==> src/rtl/apb_master_pkg.sv <==
`default_nettype none
// ============================================================================
// Module   : apb_master_pkg
// Brief    : Shared types and default constants for the APB master controller.
// Revision : 1.0 - initial release
// ============================================================================
package apb_master_pkg;

    localparam int c_DEF_ADDR_W  = 8;
    localparam int c_DEF_DATA_W  = 32;
    localparam int c_DEF_TIMEOUT = 15;
    // Widest data bus the response struct can carry.
    localparam int c_MAX_DATA_W  = 64;

    typedef enum logic [1:0] {
        IDLE   = 2'd0,
        SETUP  = 2'd1,
        ACCESS = 2'd2,
        RESP   = 2'd3
    } state_e;

    typedef struct packed {
        logic [c_MAX_DATA_W-1:0] rdata;
        logic                    err;
        logic                    timeout;
    } rsp_t;

endpackage
`default_nettype wire

==> src/rtl/apb_wait_timer.sv <==
`default_nettype none
// ============================================================================
// Module   : apb_wait_timer
// Brief    : Counts APB wait states; flags expiry when the count hits TIMEOUT.
// Revision : 1.0 - initial release
// ============================================================================
module apb_wait_timer
    import apb_master_pkg::*;
#(
    parameter int TIMEOUT = c_DEF_TIMEOUT
) (
    input  logic clk,
    input  logic rst,
    input  logic clear_i,
    input  logic count_en_i,
    output logic expired_o
);

    localparam int c_CNT_W = (TIMEOUT > 0) ? $clog2(TIMEOUT + 1) : 1;

    logic [c_CNT_W-1:0] cnt_q;
    logic [c_CNT_W-1:0] cnt_d;

    generate
        if (TIMEOUT > 0) begin : g_timeout_on
            localparam logic [c_CNT_W-1:0] c_LIMIT = c_CNT_W'(TIMEOUT);
            assign expired_o = (cnt_q == c_LIMIT);
        end else begin : g_timeout_off
            assign expired_o = 1'b0;
        end
    endgenerate

    // Saturate at the limit so the flag stays up until the next clear.
    always_comb begin
        cnt_d = cnt_q;
        if (clear_i) begin
            cnt_d = '0;
        end else if (count_en_i && !expired_o) begin
            cnt_d = cnt_q + c_CNT_W'(1);
        end
    end

    always_ff @(posedge clk) begin
        if (rst) begin
            cnt_q <= '0;
        end else begin
            cnt_q <= cnt_d;
        end
    end

endmodule
`default_nettype wire

==> src/rtl/apb_master_ctrl.sv <==
`default_nettype none
// ============================================================================
// Module   : apb_master_ctrl
// Brief    : Single-outstanding APB master with wait-state timeout.
//            Define APB_MASTER_PSTRB_EN to add APB4 write strobes.
// Revision : 1.0 - initial release
// ============================================================================
module apb_master_ctrl
    import apb_master_pkg::*;
#(
    parameter int ADDR_W  = c_DEF_ADDR_W,
    parameter int DATA_W  = c_DEF_DATA_W,
    parameter int TIMEOUT = c_DEF_TIMEOUT
) (
    input  logic              PCLK,
    input  logic              PRESET,
    input  logic              cmd_valid,
    output logic              cmd_ready,
    input  logic              cmd_write,
    input  logic [ADDR_W-1:0] cmd_addr,
    input  logic [DATA_W-1:0] cmd_wdata,
`ifdef APB_MASTER_PSTRB_EN
    input  logic [DATA_W/8-1:0] cmd_strb,
`endif
    output logic              rsp_valid,
    input  logic              rsp_ready,
    output logic [DATA_W-1:0] rsp_rdata,
    output logic              rsp_err,
    output logic              rsp_timeout,
    output logic              PSEL,
    output logic              PENABLE,
    output logic              PWRITE,
    output logic [ADDR_W-1:0] PADDR,
    output logic [DATA_W-1:0] PWDATA,
`ifdef APB_MASTER_PSTRB_EN
    output logic [DATA_W/8-1:0] PSTRB,
`endif
    input  logic [DATA_W-1:0] PRDATA,
    input  logic              PREADY,
    input  logic              PSLVERR
);

    state_e            state_q;
    state_e            state_d;
    logic [ADDR_W-1:0] paddr_q;
    logic [ADDR_W-1:0] paddr_d;
    logic              pwrite_q;
    logic              pwrite_d;
    logic [DATA_W-1:0] pwdata_q;
    logic [DATA_W-1:0] pwdata_d;
    rsp_t              rsp_q;
    rsp_t              rsp_d;
`ifdef APB_MASTER_PSTRB_EN
    logic [DATA_W/8-1:0] pstrb_q;
    logic [DATA_W/8-1:0] pstrb_d;
`endif

    logic w_accept;
    logic w_count_en;
    logic w_expired;
    logic w_unused_rdata;

    apb_wait_timer #(
        .TIMEOUT (TIMEOUT)
    ) u_wait_timer (
        .clk        (PCLK),
        .rst        (PRESET),
        .clear_i    (w_accept),
        .count_en_i (w_count_en),
        .expired_o  (w_expired)
    );

    always_comb begin
        state_d    = state_q;
        paddr_d    = paddr_q;
        pwrite_d   = pwrite_q;
        pwdata_d   = pwdata_q;
        rsp_d      = rsp_q;
        w_accept   = 1'b0;
        w_count_en = 1'b0;
`ifdef APB_MASTER_PSTRB_EN
        pstrb_d    = pstrb_q;
`endif
        case (state_q)
            IDLE: begin
                if (cmd_valid) begin
                    w_accept = 1'b1;
                    state_d  = SETUP;
                    paddr_d  = cmd_addr;
                    pwrite_d = cmd_write;
                    pwdata_d = cmd_write ? cmd_wdata : '0;
`ifdef APB_MASTER_PSTRB_EN
                    pstrb_d  = cmd_write ? cmd_strb : '0;
`endif
                end
            end
            SETUP: begin
                state_d = ACCESS;
            end
            ACCESS: begin
                w_count_en = !PREADY;
                // A ready slave wins over a timeout landing on the same edge.
                if (PREADY) begin
                    state_d     = RESP;
                    rsp_d       = '0;
                    rsp_d.err   = PSLVERR;
                    if (!pwrite_q) begin
                        rsp_d.rdata[DATA_W-1:0] = PRDATA;
                    end
                end else if (w_expired) begin
                    state_d       = RESP;
                    rsp_d         = '0;
                    rsp_d.err     = 1'b1;
                    rsp_d.timeout = 1'b1;
                end
            end
            RESP: begin
                if (rsp_ready) begin
                    state_d = IDLE;
                end
            end
            default: begin
                state_d = IDLE;
            end
        endcase
    end

    always_ff @(posedge PCLK) begin
        if (PRESET) begin
            state_q  <= IDLE;
            paddr_q  <= '0;
            pwrite_q <= 1'b0;
            pwdata_q <= '0;
            rsp_q    <= '0;
`ifdef APB_MASTER_PSTRB_EN
            pstrb_q  <= '0;
`endif
        end else begin
            state_q  <= state_d;
            paddr_q  <= paddr_d;
            pwrite_q <= pwrite_d;
            pwdata_q <= pwdata_d;
            rsp_q    <= rsp_d;
`ifdef APB_MASTER_PSTRB_EN
            pstrb_q  <= pstrb_d;
`endif
        end
    end

    assign cmd_ready   = (state_q == IDLE);
    assign PSEL        = (state_q == SETUP) || (state_q == ACCESS);
    assign PENABLE     = (state_q == ACCESS);
    assign PADDR       = paddr_q;
    assign PWRITE      = pwrite_q;
    assign PWDATA      = pwdata_q;
`ifdef APB_MASTER_PSTRB_EN
    assign PSTRB       = pstrb_q;
`endif
    assign rsp_valid   = (state_q == RESP);
    assign rsp_rdata   = rsp_q.rdata[DATA_W-1:0];
    assign rsp_err     = rsp_q.err;
    assign rsp_timeout = rsp_q.timeout;

    // Bits above DATA_W are always zero.
    assign w_unused_rdata = ^rsp_q.rdata;

endmodule
`default_nettype wire

==> config.mk <==
export PLATFORM = sky130hd
export DESIGN_NAME = apb_master_ctrl
export DESIGN_NICKNAME = d
export VERILOG_FILES = /design/src/rtl/apb_master_pkg.sv /design/src/rtl/apb_wait_timer.sv /design/src/rtl/apb_master_ctrl.sv
export SDC_FILE = /design/constraint.sdc
export NUM_CORES = 1
export LEC_CHECK = 0
export ABC_AREA = 1
export ABC_CLOCK_PERIOD_IN_PS = 1500
export CORE_MARGIN = 1
export CORE_UTILIZATION = 38
export CTS_BUF_LIST = sky130_fd_sc_hd__clkbuf_2 sky130_fd_sc_hd__clkbuf_4 sky130_fd_sc_hd__clkbuf_8
export DETAILED_ROUTE_END_ITERATION = 10
export GPL_TIMING_DRIVEN = 0
export PLACE_DENSITY = 0.78
export SLEW_MARGIN = 20
export SYNTH_ARGS = -nofsm -noshare
export SYNTH_HDL_FRONTEND = slang
export SYNTH_HIERARCHICAL = 1
export SYNTH_SLANG_ARGS = --single-unit
export TNS_END_PERCENT = 20
==> constraint.sdc <==
create_clock -name PCLK -period 1.5 [get_ports PCLK]
set_input_delay 0.375 -clock PCLK [delete_from_list [all_inputs] [get_ports PCLK]]
set_output_delay 0.375 -clock PCLK [all_outputs]
set_load 0.01 [all_outputs]
Yosys cells after proc, flatten, opt, wreduce, memory -nomap -nowiden
Index checks and enable logic that the tools add are counted.
{"block": "classes", "addsub": 1, "eq_ne": 7, "mux": 12, "n_reduce_logical": 10}
{"op": "2-to-1 mux 34 bit", "count": 2}
{"op": "2-to-1 mux 32 bit", "count": 2}
{"op": "2-to-1 mux 2 bit", "count": 4}
{"op": "case mux 2 bit (4 select lines)", "count": 1}
{"op": "adder 4 x 1 -> 4 bit (second input constant)", "count": 1}
{"op": "equality test 2 bit (second input constant)", "count": 2}
{"op": "equality test 4 bit (second input constant)", "count": 1}
{"op": "AND reduction 2 bit", "count": 2}
{"op": "2-to-1 mux 1 bit", "count": 3}
{"op": "inequality test 3 x 1 -> 1 bit (second input constant)", "count": 1}
{"op": "AND reduction 3 bit", "count": 1}
{"op": "equality test 2 x 1 -> 1 bit (second input constant)", "count": 1}
{"op": "logical NOT 1 bit", "count": 2}
{"op": "logical NOT 2 bit", "count": 1}
{"op": "inequality test 2 x 1 -> 1 bit (second input constant)", "count": 1}
{"op": "inequality test 2 bit (second input constant)", "count": 1}
{"op": "nonzero test 2 bit", "count": 1}
{"op": "OR reduction 2 bit", "count": 1}
{"op": "logical AND 1 bit", "count": 1}
{"op": "logical OR 1 bit", "count": 1}
{"block": "word_totals", "regBits": 81, "input_bits": 79, "out_inout_bits": 79, "wordCells": 38}

Logic depth before layout (Yosys ltp)
Gate-level depths: netlist (run 1).
{"block": "depth", "ltp_word": 4, "ltp_mapped": 10, "depth_no_buf": 9}

Hierarchy
The synthesis (run 1) kept the hierarchy.
{"module": "apb_master_ctrl", "n_inst": 1, "cells_per_inst": 396, "area_per_inst_um2": 3125.5, "seq_area_each_um2": 1541.5}
{"module": "apb_wait_timer", "n_inst": 1, "cells_per_inst": 29, "area_per_inst_um2": 200.2, "seq_area_each_um2": 80.1}

Worst setup path before layout (run 1)
OpenSTA, ideal clock, no wires.
{"block": "synth_path", "kind": "reg2reg", "start": "register u_wait_timer.cnt_q[0]", "end": "register rsp_q (netlist bit rsp_rdata[30])", "setup_ns": 0.112, "t_arrival_ns": 1.352, "required_ns": 1.388, "setup_slack_ns": 0.037, "stages_incl_launch_ff": 10, "path_buffers": 2, "period_less_slack_ns": 1.463, "path_cell_list": "dfxtp_1 ha_1 nand3_2 inv_1 inv_1 a21oi_4 buf_6 buf_12 o21a_4 nor2_2"}
{"block": "synth_between", "elab_chain_len": 3}
{"item": "start: declaration", "line_no": "apb_wait_timer.sv:21", "rtl": "logic [c_CNT_W-1:0] cnt_q;"}
{"item": "start signal: assignment", "line_no": "apb_wait_timer.sv:47", "rtl": "cnt_q <= cnt_d;"}
{"item": "equality test 4 bit", "line_no": "apb_wait_timer.sv:27", "rtl": "assign expired_o = (cnt_q == c_LIMIT);"}
{"item": "via w_expired", "line_no": "apb_master_ctrl.sv:60", "rtl": "logic w_expired;"}
{"item": "nonzero test 2 bit (no line)"}
{"item": "AND reduction 2 bit (no line)"}
{"item": "end signal: assignment", "line_no": "apb_master_ctrl.sv:143", "rtl": "rsp_q <= rsp_d;"}
{"item": "end: declaration", "line_no": "apb_master_ctrl.sv:51", "rtl": "rsp_t rsp_q;"}
The timed path passes the listed nets, and every way through them passes these cells.
A chain may end at the register's enable or synchronous reset.

Worst setup path after layout (run 1)
{"block": "layout_path", "start": "register u_wait_timer.cnt_q[1]", "end": "register rsp_q (netlist bit rsp_rdata[8])"}
The elaborated chain is that of the path after synthesis.

==> results of run 1 <==
==> tightest hold or removal path, delay by kind of cell <==
family                 cells  cell delay, ps
AND/OR/NAND/NOR            3             180
buffers and inverters      1             110
AO/OA/AOI/OAI              1              50
==> state kept, by name (all words and copies together) (netlist names) <==
register            count
rsp_timeout             1
state_q                 2
PADDR                   8
u_wait_timer/cnt_q      4
PWRITE                  1
rsp_rdata              32
rsp_err                 1
PWDATA                 32
==> worst max path at each step <==
stage	end	slack, ps	startpoint	depth (start not counted)
3_3_place_gp	rsp_rdata[2]	-490	PRESET	4
6_report	rsp_rdata[8]	-30	u_wait_timer/cnt_q[1]	10
2_1_floorplan	rsp_rdata[30]	40	u_wait_timer/cnt_q[0]	9
5_1_grt	rsp_rdata[8]	-110	u_wait_timer/cnt_q[1]	10
3_5_place_dp	rsp_rdata[8]	-520	PRESET	4
4_1_cts	PENABLE	-40	state_q[1]	3
==> metal layers <==
metal	global-route usage	share of wire
met1	0.228	0.40
met2	0.350	0.47
met3	0.0869	0.11
met4	0.0821	0.016
met5	0	0
==> cell type report <==
class / count / area [um2]
Buffer: 29 / 225
Fill cell: 742 / 2900
Sequential cell: 81 / 1630
Clock inverter: 5 / 55.1
Tap cell: 105 / 131
Multi-Input combinational cell: 299 / 1600
Clock buffer: 11 / 145
Timing Repair Buffer: 165 / 1590
Inverter: 16 / 62.6
==> synthesized netlist by cell type (2+ instances only) <==
cell      instances
clkbuf_1         10
inv_1            14
o21ai_1          16
ha_1              4
nand2_2           7
a21oi_1          33
buf_6             2
buf_2            12
inv_2             2
nand3_1          33
dfxtp_1          81
nand4_1           3
nor2_1           55
o21ai_2          14
nor2_2           14
nand2_1         100
buf_12            2
o21ai_0          15
buf_8             2
==> per-stage QoR <==
step                      std cells  power (uW)  TNS [ps]  instance area (um2)
after global placement          686        5380    -28740                 5020
after detailed placement        686        5440    -31380                 5020
after global routing            711        7540     -2940                 5440
after CTS                       706        6920     -70.8                 5210
after floorplan                 425        4150         0                 3330
final                           711        7090      -213                 5440
==> power groups by stage <==
stage	Sequential [uW]	Clock, uW	Combinational (uW)
2_1_floorplan	2950	0	1210
3_3_place_gp	2790	0	2600
3_5_place_dp	2800	0	2640
4_1_cts	2760	1650	2510
5_1_grt	2830	1720	2980
6_report	2780	1600	2710
==> kinds of logic after synthesis <==
family | Yosys count | share of synthesized area
buffers and inverters | 45 | 0.0764
adders and majority gates | 4 | 0.0150
DFF | 81 | 0.488
AOI/OAI and AO/OA | 81 | 0.145
and+or+nand+nor | 214 | 0.276
==> timing repair <==
action	in CTS	in global routing
gates resized for setup	109	55
pin swaps	1	5
buffers inserted	4	2
setup endpoints to repair	144	67
cloned	0	3
==> flow_summary_export.csv, run 1 <==
group,metric,value,unit
power,power_frac_comb,0.383,
clock_network,clk_latency,350,ps
power,internal-power,4700,uW
final_layout,fin_nets,684,
setup_path,r2r_setup_slack,-30,ps
setup_path,critical_path.max_fanout,5,
sta,grt_setup_unrepaired,"yes",
job,cap_violations,0,
sta,final.period_utilization,1.02,
die,initial_utilization,0.399,
synth,synth_async_sr_flop_share,0,
sta,worst-slew-pin-transition,463,ps
setup_path,critical_path_arrival,1740,ps
power,p_leak,0.00238,uW
setup_path,critPathTopFamily,"buffers and inverters",
setup_path,worstReg2RegStart,"u_wait_timer/cnt_q[1]",
detailed_routing,first_iter_violations,61,
sta,slew_headroom,0.692,
run_status,outcome,"finished with violations",
global_route,grt_first_pass_wirelength,14400,um
setup_path,worstReg2RegEnd,"rsp_rdata[8]",
synth,synthFlopType,"dfxtp_1",
synth,synth_top_area_cell,"dfxtp_1",
global_route,grt_start_max_net_pins,14,
synth,ys_ff_latch,81,
clock_network,cts_tree,"done",
run_status,failing_checks,"setup timing",
setup_path,critical_path.max_stage_delay,380,ps
die,die_w,95.6,um
global_route,globalRouteOverflowTotal,0,
setup_path,slowest_stage,"dfxtp_4",
power,seqPwrFrac,0.392,
setup_path,timing.critical_path.required,1710,ps
synth,postSynthNetCount,508,
placement,buffer_ports.inserted,156,
sta,post-route-worst-setup-slack,-30.1,ps
detailed_routing,post_drt_wl_per_cell,13.6,um
setup_path,crit_path_start_kind,"register",
sta,final_hold_viol_count,0,
sta,slew_viol_final,0,
sta,timing.fmax,654,MHz
detailed_routing,route.antenna.remaining_nets,0,
placement,hpwl,7020,um
min_path,hold_depth,5,
power,power_dissipated_by_switching_net_loads,2390,uW
setup_path,setup.worst_path.end_class,"register",
die,row_count,33,
sta,fin_worst_hold_slack,422,ps
power,power_switching_share,0.337,
clock_network,cts_num_sinks,81,
clock_network,clock_tree.root_cell,"clkbuf_8",
min_path,hp-start,"PREADY",
min_path,worst_hold_path_type,"primary input to register",
synth,yosysTopAreaCellShare,0.488,
synth,synthesis.instances,425,
synth,synth.cell_area,0.00333,mm2
clock_network,buffers_from_clock_root_to_sink_at_most,2,
min_path,timing.hold.worst_endpoint,"rsp_rdata[0]",
power,p_clk_frac,0.225,
detailed_routing,via_per_inst,4.76,
synth,mean_cell_area_of_the_mapped_netlist,7.83,um2
clock_network,cts.clk_slew.worst_paths,80,ps
power,powerDensity,1300,mW/mm2
final_layout,insertedDiodeCount,0,
global_route,antenna_found_initial,0,
sta,timing.final.crit_period,1530,ps
setup_path,timing.critical_path.cells,"ha_4, nand3_4, inv_2, inv_2, a21oi_4, buf_12, clkbuf_16, nand2_2, o21ai_1, nor2_1",
clock_network,htree_levels,3,
die,ioPinCount,158,
detailed_routing,route.detailed.drc,0,
placement,dpl_ws,-524,ps
final_layout,mostFrequentLayoutCell,"nand2_1",
global_route,via_count_of_the_first_global_routing_pass,3148,
power,vdd.ir_drop.worst,0.000713,V
detailed_routing,first_pass_drt_iterations,4,
die,design.die.area,0.00913,mm2
clock_network,hold_buffers,0,
detailed_routing,vias,3381,
final_layout,most-common-layout-cells,"81 x nand2_1, 77 x dfxtp_1, 77 x clkdlybuf4s50_1",
die,die_height,95.6,um
synth,yosysUniqueCellTypes,25,
synth,yosysWarnings,6,
setup_path,cell_repeated_most_along_the_worst_path,"inv_2",
global_route,grtUsageTotal,0.206,
placement,place_congestion,0.808,
final_layout,layout_cells_sized_above_1,0.221,
setup_path,timing.critical_path.buf_inv,4,
sta,setup_violations,16,
die,design.core.area,0.00834,mm2
clock_network,cts-buffers-inserted,9,
setup_path,reg2regPathDepth,10,
synth,synth_sequential_area_ratio,0.488,
sta,fin_worst_skew,9.99,ps
setup_path,path_class,"register to register",
final_layout,post-route-util,0.652,
synth,synth_top_cells_by_area,"dfxtp_1 49%, nand2_1 11%, nor2_1 6.2%",
detailed_routing,route.final.wire_length,9640,um
synth,synth_edf_count,0,
final_layout,syn_to_final_growth,63.5,%
No activity file was read; power rests on OpenSTA's default activity.
==> inputs of run 2 (changes only) <==
Settings changed: MAX_ROUTING_LAYER set to met4, PLACE_DENSITY 0.78 to 0.85.
==> flow_summary_export.csv, run 2 (synthesis results as in run 1) <==
group,metric,value,unit
run_status,outcome,"finished with violations",
run_status,failing_checks,"setup timing",
setup_path,critical_path_arrival,1750,ps
final_layout,fin_nets,682,
die,die_height,95.6,um
detailed_routing,post_drt_wl_per_cell,14.1,um
power,power,7380,uW
detailed_routing,vias,3489,
clock_network,cts_num_sinks,81,
final_layout,insertedDiodeCount,0,
sta,final_hold_viol_count,0,
power,powerDensity,1360,mW/mm2
job,cap_violations,0,
clock_network,cts.clk_slew.worst_paths,80,ps
global_route,antenna_found_initial,0,
sta,timing.fmax,656,MHz
clock_network,htree_levels,3,
sta,setup_violations,7,
global_route,grt_start_max_net_pins,15,
power,vdd.ir_drop.worst,0.000806,V
detailed_routing,route.final.wire_length,10000,um
sta,post-route-worst-setup-slack,-23.6,ps
placement,placement.cell_area,0.00502,mm2
die,initial_utilization,0.399,
die,row_count,33,
detailed_routing,route.detailed.drc,0,
global_route,grtUsageTotal,0.223,
final_layout,layout_cells_sized_above_1,0.199,
final_layout,finish.cell_count_without_fillers,709,
sta,slew_headroom,0.692,
clock_network,cts_tree,"done",
detailed_routing,via_per_inst,4.92,
sta,final.period_utilization,1.02,
die,die_w,95.6,um
sta,slew_viol_final,0,
detailed_routing,route.antenna.remaining_nets,0,
die,design.die.area,0.00913,mm2
sta,fin_worst_skew,9.36,ps
sta,worst-slew-pin-transition,461,ps
setup_path,crit_path_start_kind,"register",
setup_path,setup.worst_path.end_class,"register",
sta,grt_setup_unrepaired,"yes",
final_layout,most-common-layout-cells,"87 x nand2_1, 77 x dfxtp_1, 77 x clkdlybuf4s50_1",
clock_network,buffers_from_clock_root_to_sink_at_most,2,
global_route,globalRouteOverflowTotal,0,
setup_path,setup.worst_path.start,"u_wait_timer/cnt_q[1]",
setup_path,timing.critical_path.required,1720,ps
setup_path,worstReg2RegStart,"u_wait_timer/cnt_q[1]",
sta,timing.final.crit_period,1520,ps
global_route,grt_first_pass_wirelength,15200,um
placement,place_congestion,0.769,
power,p_leak,0.00239,uW
global_route,via_count_of_the_first_global_routing_pass,3390,
clock_network,clock_tree.root_cell,"clkbuf_8",
setup_path,path_class,"register to register",
final_layout,fillers,718,
placement,dpl.cell_count,686,
final_layout,finalInstanceArea,0.00541,mm2
placement,hpwl,7270,um
placement,buffer_ports.inserted,156,
clock_network,clk_latency,340,ps
detailed_routing,first_pass_drt_iterations,4,
die,ioPinCount,158,
final_layout,post-route-util,0.648,
detailed_routing,first_iter_violations,71,
setup_path,critical_path.max_fanout,7,
min_path,hp-start,"PREADY",
min_path,worst_hold_path_type,"primary input to register",
final_layout,mostFrequentLayoutCell,"nand2_1",
clock_network,cts-buffers-inserted,9,
clock_network,hold_buffers,0,
final_layout,syn_to_final_growth,62.5,%
die,design.core.area,0.00834,mm2
==> run 2: cell count changes in the layout (fill, tap and decap cells not counted), sizes merged <==
cell / before / now
bufbuf: 0 / 1
clkinvlp: 2 / 1
bufinv: 1 / 3
clkbuf: 26 / 25
buf: 27 / 24
==> run 2: final timing paths <==
path / slack (ps) / cells past startpoint / endpoint
max: -20 / 10 / rsp_rdata[17]
min: 410 / 5 / rsp_rdata[1]
max reg2reg: -20 / 10 / rsp_rdata[17]
min reg2reg: 470 / 2 / PWDATA[12]
==> run 2: final cells by class <==
cell class              instances  area, um2  area share
clock inverters                 6        115      0.0213
clock buffers                  10        138      0.0255
repair buffers                163       1570       0.291
flip-flops and latches         81       1630       0.302
multi-input cells             299       1550       0.286
well taps                     105        131      0.0243
inverters                      16       60.1      0.0111
plain buffers                  29        213      0.0394
==> run 2: timing repair <==
action / 4_1_cts / 5_1_grt
gates resized for setup: 109 / 36
pin swaps: 3 / 4
gates cloned: 1 / 2
buffers inserted: 2 / 2
endpoints found under the setup margin: 149 / 69
==> run 2: through the flow <==
| stage | worst slack, ps | hold slack, ps | TNS [ps] |
|---|---|---|---|
| 2_1_floorplan | 36.5 | 483 | 0 |
| 3_3_place_gp | -548 | 451 | -32140 |
| 3_5_place_dp | -557 | 457 | -32240 |
| 4_1_cts | -41.7 | 396 | -41.7 |
| 5_1_grt | -85.0 | 425 | -1930 |
| 6_report | -23.6 | 414 | -76.6 |
==> run 2: critical path, cell delays in order, from the launching register on <==
cell       delay [ps]
dfxtp_4           370
ha_4              160
nand3_4            80
inv_2              60
inv_2              40
a21oi_4           190
buf_8             190
clkbuf_16         160
nand2_1            40
o21ai_1            70
nor2_1             50
==> run 2: routing by layer <==
layer  wire length (um)  vias to the layer above  track usage
met5                  0                        -            -
met4                141                        0       0.0784
met3                922                       10       0.0758
met2               4900                      145        0.377
met1               4030                     1623        0.244
li1                   -                     1711            -
==> run 2: report_power, final <==
group	total (uW)	switching, uW	internal [uW]
clock network	1970	812	1160
logic	2640	1370	1270
registers	2770	228	2540
total	7380	2410	4970
==> inputs of run 3 (changes only) <==
Settings changed: HOLD_SLACK_MARGIN set to 0.02.
==> results of run 3 <==
No change in the layout: final DEF, timing and power equal those of run 2.
